<file path="config.mk">
export PLATFORM = sky130hd
export DESIGN_NAME = pipeline_hazard_ctrl
export DESIGN_NICKNAME = d
export VERILOG_FILES = /design/src/rtl/pipeline_hazard_ctrl_pkg.sv /design/src/rtl/pipeline_hazard_ctrl_hazard_cmp.sv /design/src/rtl/pipeline_hazard_ctrl.sv
export SDC_FILE = /design/constraint.sdc
export NUM_CORES = 1
export LEC_CHECK = 0
export BUFFER_PORTS_ARGS = -buffer_cell sky130_fd_sc_hd__buf_4
export CAP_MARGIN = 20
export CORE_MARGIN = 4
export CORE_UTILIZATION = 40
export DETAILED_ROUTE_END_ITERATION = 8
export HOLD_SLACK_MARGIN = 0.08
export PLACE_DENSITY_LB_ADDON = 0.08
export REMOVE_ABC_BUFFERS = 1
export SLEW_MARGIN = 20
export SYNTH_ARGS = -nofsm -noshare
export SYNTH_HDL_FRONTEND = slang
export SYNTH_SLANG_ARGS = --single-unit
</file>
<file path="constraint.sdc">
create_clock -name clk -period 6.5 [get_ports clk]
set_input_delay 1.3 -clock clk [delete_from_list [all_inputs] [get_ports clk]]
set_output_delay 1.3 -clock clk [all_outputs]
set_load 0.05 [all_outputs]
</file>
<file path="src/rtl/pipeline_hazard_ctrl_pkg.sv">
// Shared definitions for the pipeline stall/flush sequencer: FSM encodings and
// the default register-address width.
package pipeline_hazard_ctrl_pkg;

  localparam int unsigned RA_W = 4;

  typedef enum logic [1:0] {
    ST_RUN      = 2'd0,
    ST_MEM_WAIT = 2'd1,
    ST_FLUSH    = 2'd2
  } state_e;

endpackage

</file>
<file path="src/rtl/pipeline_hazard_ctrl_hazard_cmp.sv">
// Load-use hazard detector: flags an ID instruction that reads the register a
// load in EX is about to produce. Register 0 is hardwired and never hazards.
module pipeline_hazard_ctrl_hazard_cmp #(
  parameter int unsigned RA_W = pipeline_hazard_ctrl_pkg::RA_W
) (
  input  logic [RA_W-1:0] id_rs1,
  input  logic [RA_W-1:0] id_rs2,
  input  logic            id_use_rs1,
  input  logic            id_use_rs2,
  input  logic [RA_W-1:0] ex_rd,
  input  logic            ex_is_load,
  input  logic            ex_we,
  output logic            load_use_c
);

  logic rd_valid_c;
  logic rs1_hit_c;
  logic rs2_hit_c;

  always_comb begin
    rd_valid_c = ex_is_load & ex_we & (ex_rd != '0);
    rs1_hit_c  = id_use_rs1 & (id_rs1 == ex_rd);
    rs2_hit_c  = id_use_rs2 & (id_rs2 == ex_rd);
    load_use_c = rd_valid_c & (rs1_hit_c | rs2_hit_c);
  end

endmodule

</file>
<file path="src/rtl/pipeline_hazard_ctrl.sv">
// Central stall/flush sequencer for the IF/ID, ID/EX, EX/MEM, MEM/WB registers.
// Enables and flushes are combinational from state and inputs (0-cycle latency).
module pipeline_hazard_ctrl #(
  parameter int unsigned RA_W         = pipeline_hazard_ctrl_pkg::RA_W,
  parameter int unsigned FLUSH_CYCLES = 2,
  parameter int unsigned CNT_W        = 16
) (
  input  logic             clk,
  input  logic             rst,
  input  logic [RA_W-1:0]  id_rs1,
  input  logic [RA_W-1:0]  id_rs2,
  input  logic             id_use_rs1,
  input  logic             id_use_rs2,
  input  logic [RA_W-1:0]  ex_rd,
  input  logic             ex_is_load,
  input  logic             ex_we,
  input  logic             ex_branch_taken,
  input  logic             mem_req,
  input  logic             mem_ack,
  input  logic             cnt_clr,
  output logic             pc_we,
  output logic             we_if_id,
  output logic             we_id_ex,
  output logic             we_ex_mem,
  output logic             we_mem_wb,
  output logic             flush_if_id,
  output logic             flush_id_ex,
  output logic [1:0]       state,
  output logic [CNT_W-1:0] stall_cnt
);

  import pipeline_hazard_ctrl_pkg::*;

  localparam int unsigned FC_W = (FLUSH_CYCLES > 1) ? $clog2(FLUSH_CYCLES) : 1;
  localparam logic [FC_W-1:0] FC_RELOAD = FC_W'(FLUSH_CYCLES - 1);

  state_e           state_q, state_d;
  logic [FC_W-1:0]  fcnt_q, fcnt_d;
  logic [CNT_W-1:0] stall_cnt_q, stall_cnt_d;

  logic load_use_c;
  logic mem_wait_c;
  logic pc_we_c, we_if_id_c, we_id_ex_c, we_ex_mem_c, we_mem_wb_c;
  logic flush_if_id_c, flush_id_ex_c;

  pipeline_hazard_ctrl_hazard_cmp #(
    .RA_W (RA_W)
  ) u_hazard_cmp (
    .id_rs1     (id_rs1),
    .id_rs2     (id_rs2),
    .id_use_rs1 (id_use_rs1),
    .id_use_rs2 (id_use_rs2),
    .ex_rd      (ex_rd),
    .ex_is_load (ex_is_load),
    .ex_we      (ex_we),
    .load_use_c (load_use_c)
  );

  // Once parked in MEM_WAIT only the ack releases the pipeline.
  always_comb begin
    if (state_q == ST_MEM_WAIT) begin
      mem_wait_c = ~mem_ack;
    end else begin
      mem_wait_c = mem_req & ~mem_ack;
    end
  end

  // Next state and enables; priority is memory wait > branch > FLUSH tail > load-use.
  always_comb begin
    state_d       = state_q;
    fcnt_d        = fcnt_q;
    pc_we_c       = 1'b1;
    we_if_id_c    = 1'b1;
    we_id_ex_c    = 1'b1;
    we_ex_mem_c   = 1'b1;
    we_mem_wb_c   = 1'b1;
    flush_if_id_c = 1'b0;
    flush_id_ex_c = 1'b0;

    if (mem_wait_c) begin
      pc_we_c     = 1'b0;
      we_if_id_c  = 1'b0;
      we_id_ex_c  = 1'b0;
      we_ex_mem_c = 1'b0;
      we_mem_wb_c = 1'b0;
      // A wait inside FLUSH keeps the state so the remaining flush cycles resume.
      if (state_q != ST_FLUSH) begin
        state_d = ST_MEM_WAIT;
      end
    end else if (ex_branch_taken) begin
      flush_if_id_c = 1'b1;
      flush_id_ex_c = 1'b1;
      if (FLUSH_CYCLES > 1) begin
        state_d = ST_FLUSH;
        fcnt_d  = FC_RELOAD;
      end else begin
        state_d = ST_RUN;
      end
    end else if (state_q == ST_FLUSH) begin
      flush_if_id_c = 1'b1;
      fcnt_d        = fcnt_q - FC_W'(1);
      if (fcnt_q <= FC_W'(1)) begin
        state_d = ST_RUN;
      end
    end else begin
      state_d = ST_RUN;
      if (load_use_c) begin
        pc_we_c       = 1'b0;
        we_if_id_c    = 1'b0;
        flush_id_ex_c = 1'b1;
      end
    end
  end

  // Saturating stall-cycle counter; clear wins over increment.
  always_comb begin
    stall_cnt_d = stall_cnt_q;
    if (cnt_clr) begin
      stall_cnt_d = '0;
    end else if (!pc_we_c && (stall_cnt_q != {CNT_W{1'b1}})) begin
      stall_cnt_d = stall_cnt_q + CNT_W'(1);
    end
  end

  always_ff @(posedge clk or posedge rst) begin
    if (rst) begin
      state_q     <= ST_RUN;
      fcnt_q      <= '0;
      stall_cnt_q <= '0;
    end else begin
      state_q     <= state_d;
      fcnt_q      <= fcnt_d;
      stall_cnt_q <= stall_cnt_d;
    end
  end

  // Reset forces every enable and flush low without waiting for a clock.
  always_comb begin
    pc_we       = pc_we_c & ~rst;
    we_if_id    = we_if_id_c & ~rst;
    we_id_ex    = we_id_ex_c & ~rst;
    we_ex_mem   = we_ex_mem_c & ~rst;
    we_mem_wb   = we_mem_wb_c & ~rst;
    flush_if_id = flush_if_id_c & ~rst;
    flush_id_ex = flush_id_ex_c & ~rst;
    state       = 2'(state_q);
    stall_cnt   = stall_cnt_q;
  end

endmodule

</file>
======== Word level (Yosys, flattened, before mapping) ========
Index checks and enable logic that the tools add are counted.
word-level totals
  register bits ........................... 19
  input port bits ......................... 22
  output and inout port bits .............. 25
cells by class
  add/subtract/negate cells ............... 2
  magnitude comparators ................... 1
  equal/unequal tests ..................... 8
  muxes and demuxes ....................... 22
  bitwise operators ....................... 14
  reduce and logical (&&, ||, !) cells .... 7
operator list
  cell                     number
  $mux W16                 2
  $add A16 B1 Y16 const B  1
  $ne A16 B16 Y1 const B   1
  $mux W1                  15
  $and A1 B1 Y1            10
  $mux W2                  5
  $eq A4 B4 Y1             2
  $ne A4 B3 Y1 const B     1
  $reduce_and A2 Y1        2
  $reduce_bool A2 Y1       2
  $reduce_bool A4 Y1       1
  $not A1 Y1               3
  $eq A2 B1 Y1 const B     1
  $eq A2 B2 Y1 const B     1
  $ne A2 B1 Y1 const B     1
  $ne A2 B2 Y1 const B     1
  $le A1 B1 Y1 const B     1
  $logic_and A1 B1 Y1      1
  $logic_not A1 Y1         1
  $or A1 B1 Y1             1
  $sub A1 B1 Y1 const B    1

======== Longest topological paths before layout ========
  word-level depth ........................ 12
  mapped depth ............................ 7
  mapped depth without buffers ............ 6

======== Modules after synthesis ========
A second synthesis with hierarchy kept.
unflattened totals
  cells, all modules ...................... 141
  area, all modules ....................... 1292.5 sq um
modules (own cells, without submodules)
  module                           times used  cells an instance  area each (sq um)  sequential area each (sq um)
  pipeline_hazard_ctrl             1           126                1184.9             450.4
  pipeline_hazard_ctrl_hazard_cmp  1           15                 107.6              0.0

======== Least setup slack after synthesis ========
No wires, ideal clock.
  path type ............................... input port to output port
  from .................................... input port mem_req
  to ...................................... output port flush_id_ex
  arrival ................................. 3.538 ns
  data required time ...................... 5.200 ns
  path slack .............................. 1.662 ns
  cell stages on the path ................. 3
  buffers on the path ..................... 0
  cells stage by stage .................... o21ba_2 -> nor2_1 -> a21boi_0
between the ends
  cells in the longest elaborated chain, start to end .. 4
ends and longest elaborated chain
  element          RTL line                     text
  start, declared  pipeline_hazard_ctrl.sv:18   input logic mem_req,
  $and A1 B1 Y1    pipeline_hazard_ctrl.sv:64   mem_wait_c = mem_req & ~mem_ack;
  $mux W1          pipeline_hazard_ctrl.sv:61   if (state_q == ST_MEM_WAIT) begin
  $mux W1          pipeline_hazard_ctrl.sv:80   if (mem_wait_c) begin
  $and A1 B1 Y1    pipeline_hazard_ctrl.sv:145  flush_id_ex = flush_id_ex_c & ~rst;
  end, declared    pipeline_hazard_ctrl.sv:27   output logic flush_id_ex,
Every way passes these cells.

======== Worst setup path after layout ========
  from .................................... input port ex_rd[0]
  to ...................................... output port we_if_id
between the ends
  cells in the longest elaborated chain, start to end .. 9
ends and longest elaborated chain
  element                                  RTL line                                                                      text
  start, declared                          pipeline_hazard_ctrl.sv:14                                                    input logic [RA_W-1:0] ex_rd,
  $eq A4 B4 Y1, on equally long branches   pipeline_hazard_ctrl_hazard_cmp.sv:22, pipeline_hazard_ctrl_hazard_cmp.sv:23
  $and A1 B1 Y1, on equally long branches  pipeline_hazard_ctrl_hazard_cmp.sv:22, pipeline_hazard_ctrl_hazard_cmp.sv:23
  $or A1 B1 Y1                             pipeline_hazard_ctrl_hazard_cmp.sv:24                                         load_use_c = rd_valid_c & (rs1_hit_c | rs2_hit_c);
  $and A1 B1 Y1 *                          pipeline_hazard_ctrl_hazard_cmp.sv:24
  $mux W1 *                                pipeline_hazard_ctrl.sv:107                                                   if (load_use_c) begin
  $mux W1 *                                pipeline_hazard_ctrl.sv:99                                                    end else if (state_q == ST_FLUSH) begin
  $mux W1 *                                pipeline_hazard_ctrl.sv:90                                                    end else if (ex_branch_taken) begin
  $mux W1 *                                pipeline_hazard_ctrl.sv:80
  $and A1 B1 Y1 *                          pipeline_hazard_ctrl.sv:140                                                   we_if_id = we_if_id_c & ~rst;
  end, declared                            pipeline_hazard_ctrl.sv:22                                                    output logic we_if_id,
Mark *: on every way between the ends. The rest lies on a longest branch, timed or not.

==> flow_metrics.tcl <==
set metrics [dict create \
    outcome "complete, no violations" \
    maxCapViolations 0 \
    min_period_over_period_pct 66.7 \
    ir_worst_vdd_v 0.000126 \
    critical_path.most_common_cell "buf_4" \
    grt.total_usage_pct 17.6 \
    clock-skew-final_ns 0.00305 \
    grt_overflow_total 0 \
    drive_gt1_share_pct 35.1 \
    setup-tns-final_ns 0 \
    reg2reg_from "state[1]$_DFFE_PP0P_" \
    initial_core_util_pct 42.2 \
    die_h_microns 67.8 \
    path_class "in -> out" \
    cts.sinks 18 \
    rsz0062_at_grt "no" \
    holdPathStages 2 \
    cp_cell_sequence "buf_4, xor2_1, nor2_1, and4_1, o211ai_1, and2_1, buf_4" \
    p_leak_nw 0.813 \
    syn2layout_area_growth_pct 27.8 \
    avgRoutedWirePerCell_microns 14.9 \
    syn_avg_cell_area_sq_um 8.93 \
    min_path_type "reg -> reg" \
    synth_async_sr_flop_share_pct 100 \
    critPathCapture "we_if_id" \
    min_from "state[0]$_DFFE_PP0P_" \
    ys_seq_area_share_pct 31.5 \
    synth_edf_count 0 \
    ant_nets 0 \
    postPlaceCellArea_sq_mm 0.00179 \
    root_buffer "clkbuf_4" \
    viasPerCell 5.46 \
    dp_hpwl_mm 2.88 \
    syn-cell-area_sq_mm 0.00143 \
    fin_crit_ns 4.33 \
    max_stage_delay_ns 0.66 \
    io_pins 47 \
    first_pass_iters 4 \
    multi_input_area_sq_um 921 \
    hold_viol 0 \
    first_iter_violations 37 \
    grt_max_degree 31 \
    ff2ff_path_depth 5 \
    routed_wl_mm 3.70 \
    ys.flop_type "dfrtp_1" \
    cts_hold_buf 0 \
    synth_cells 160 \
    regToRegSetupSlack_ns 3.99 \
    tritoncts "yes" \
    place_congestion 0.775 \
    die-area_sq_mm 0.00459 \
    dieWidth_microns 67.8 \
    stdcell_count 248 \
    power.density_mw_per_mm2 138 \
    cts_setup_buffers 0 \
    port_buffers 46 \
    htree_levels 1 \
    fin_nets 226 \
    grt_pass1_vias 1279 \
    clockBufferDepth 2 \
    dpl.cell_count 244 \
    critPathCaptureType "primary output" \
    required_ns 5.20 \
    path_clk_slew_ns 0.11 \
    maxSlewHeadroom_pct 34.8 \
    max_freq_mhz 231 \
    yosys_warnings 0 \
    n_fill_cell 309 \
    worstMarginPinSlew_ns 0.976 \
    final_cell_area_sq_mm 0.00183 \
    synth_cell_types 47 \
    antenna_found_initial 0 \
    diodes 0 \
    startpoint_type "input port" \
    final_util_pct 53.9 \
    ys_ff_latch 18 \
    clock_latency_ns 0.30 \
    drcViolationCount 0 \
    setup_viol 0 \
    crit_path_top_delay_cell "o211ai_1" \
    grt_pass1_wl_mm 6.12 \
    coreArea_sq_mm 0.00339 \
    worstReg2RegEnd "stall_cnt[8]$_DFFE_PP0P_" \
    ctsResizeCount 0 \
    slew_viol_final 0 \
    startpoint "ex_rd[0]" \
    worstPathMaxFanout 11 \
    arrival_ns 3.03 \
    vias 1354 \
    rows 21 \
    seq_area_sq_um 450 \
    cts_buffers 3 \
]
==> cell type report <==
cell class / instances / share of cell area, %
clock buffers: 4 / 1.99
well taps: 46 / 3.15
multi-input cells: 130 / 50.4
flip-flops and latches: 18 / 24.7
inverters: 4 / 0.822
repair buffers: 46 / 18.9
==> cells in the mapped netlist, types with 4 or more instances <==
master | count | area, sq um
nor2_1 | 19 | 71.3
dfrtp_1 | 18 | 450
nor2b_1 | 16 | 100
mux2_2 | 12 | 135
nand2_1 | 10 | 37.5
nand3_1 | 9 | 45.0
a211oi_1 | 7 | 52.6
xor2_1 | 5 | 43.8
clkbuf_1 | 4 | 15.0
inv_1 | 4 | 15.0
==> worst max-delay path: cells and delay by family <==
family                 cells  cell delay, ns
AO/OA/AOI/OAI              1            0.66
XOR/XNOR                   1            0.21
buffers and inverters      2            0.34
AND/OR/NAND/NOR            3            0.53
==> sequential cells by signal, indices dropped and copies added, names as in the netlist <==
signal	cells
stall_cnt	16
state	2
==> worst min-delay path by stage <==
stage                                      to  slack, ns
floorplan           stall_cnt[15]$_DFFE_PP0P_       0.77
global placement         state[0]$_DFFE_PP0P_       0.56
detailed placement       state[0]$_DFFE_PP0P_       0.56
CTS                      state[0]$_DFFE_PP0P_       0.59
global route        stall_cnt[15]$_DFFE_PP0P_       0.62
finish                   state[0]$_DFFE_PP0P_       0.59
==> placed cells by master, fill, tap and decap left out, drive strengths merged, types with 3 or more instances in the layout <==
| cell type | instances |
|---|---|
| xor2 | 5 |
| buf | 46 |
| nand2 | 10 |
| dfrtp | 18 |
| nand3 | 10 |
| and4 | 3 |
| and3 | 3 |
| or4 | 4 |
| clkbuf | 4 |
| o21ai | 4 |
| mux2 | 13 |
| nand4 | 3 |
| xnor2 | 3 |
| nor2 | 19 |
| a21oi | 3 |
| a211oi | 7 |
| inv | 4 |
| nor2b | 16 |
==> report_power, final <==
part | total (mW) | internal, mW | leakage (nW) | switching [mW]
Clock | 0.0715 | 0.0342 | 0.0210 | 0.0373
Sequential | 0.117 | 0.114 | 0.248 | 0.00262
Combinational | 0.0644 | 0.0236 | 0.544 | 0.0409
==> kinds of logic after synthesis <==
| family | Yosys count | synth area share, % |
|---|---|---|
| multiplexers | 14 | 10.9 |
| XOR/XNOR | 8 | 4.90 |
| adder cells (fa/ha/maj) | 1 | 0.876 |
| AO/OA/AOI/OAI | 27 | 14.8 |
| buffers and inverters | 12 | 4.03 |
| flip-flops | 18 | 31.5 |
| AND/OR/NAND/NOR | 80 | 32.9 |
==> routing by layer <==
layer / track usage (%) / vias to the layer above / routed length, microns / part of all wire [%]
met5: 0 / - / 0 / 0
met4: 5.32 / 0 / 48 / 1.3
met3: 2.00 / 5 / 214 / 5.8
met2: 29.3 / 37 / 1770 / 48
met1: 23.8 / 647 / 1660 / 45
li1: - / 665 / - / -
==> metrics by stage <==
stage | hold slack [ns] | setup WS, ns | power, mW
finish | 0.589 | 2.17 | 0.252
global route | 0.616 | 1.96 | 0.265
CTS | 0.592 | 2.18 | 0.257
detailed placement | 0.562 | 2.19 | 0.183
global placement | 0.555 | 2.25 | 0.182
floorplan | 0.770 | 0.471 | 0.156
Note: power is estimated with default switching activity, not from simulation.
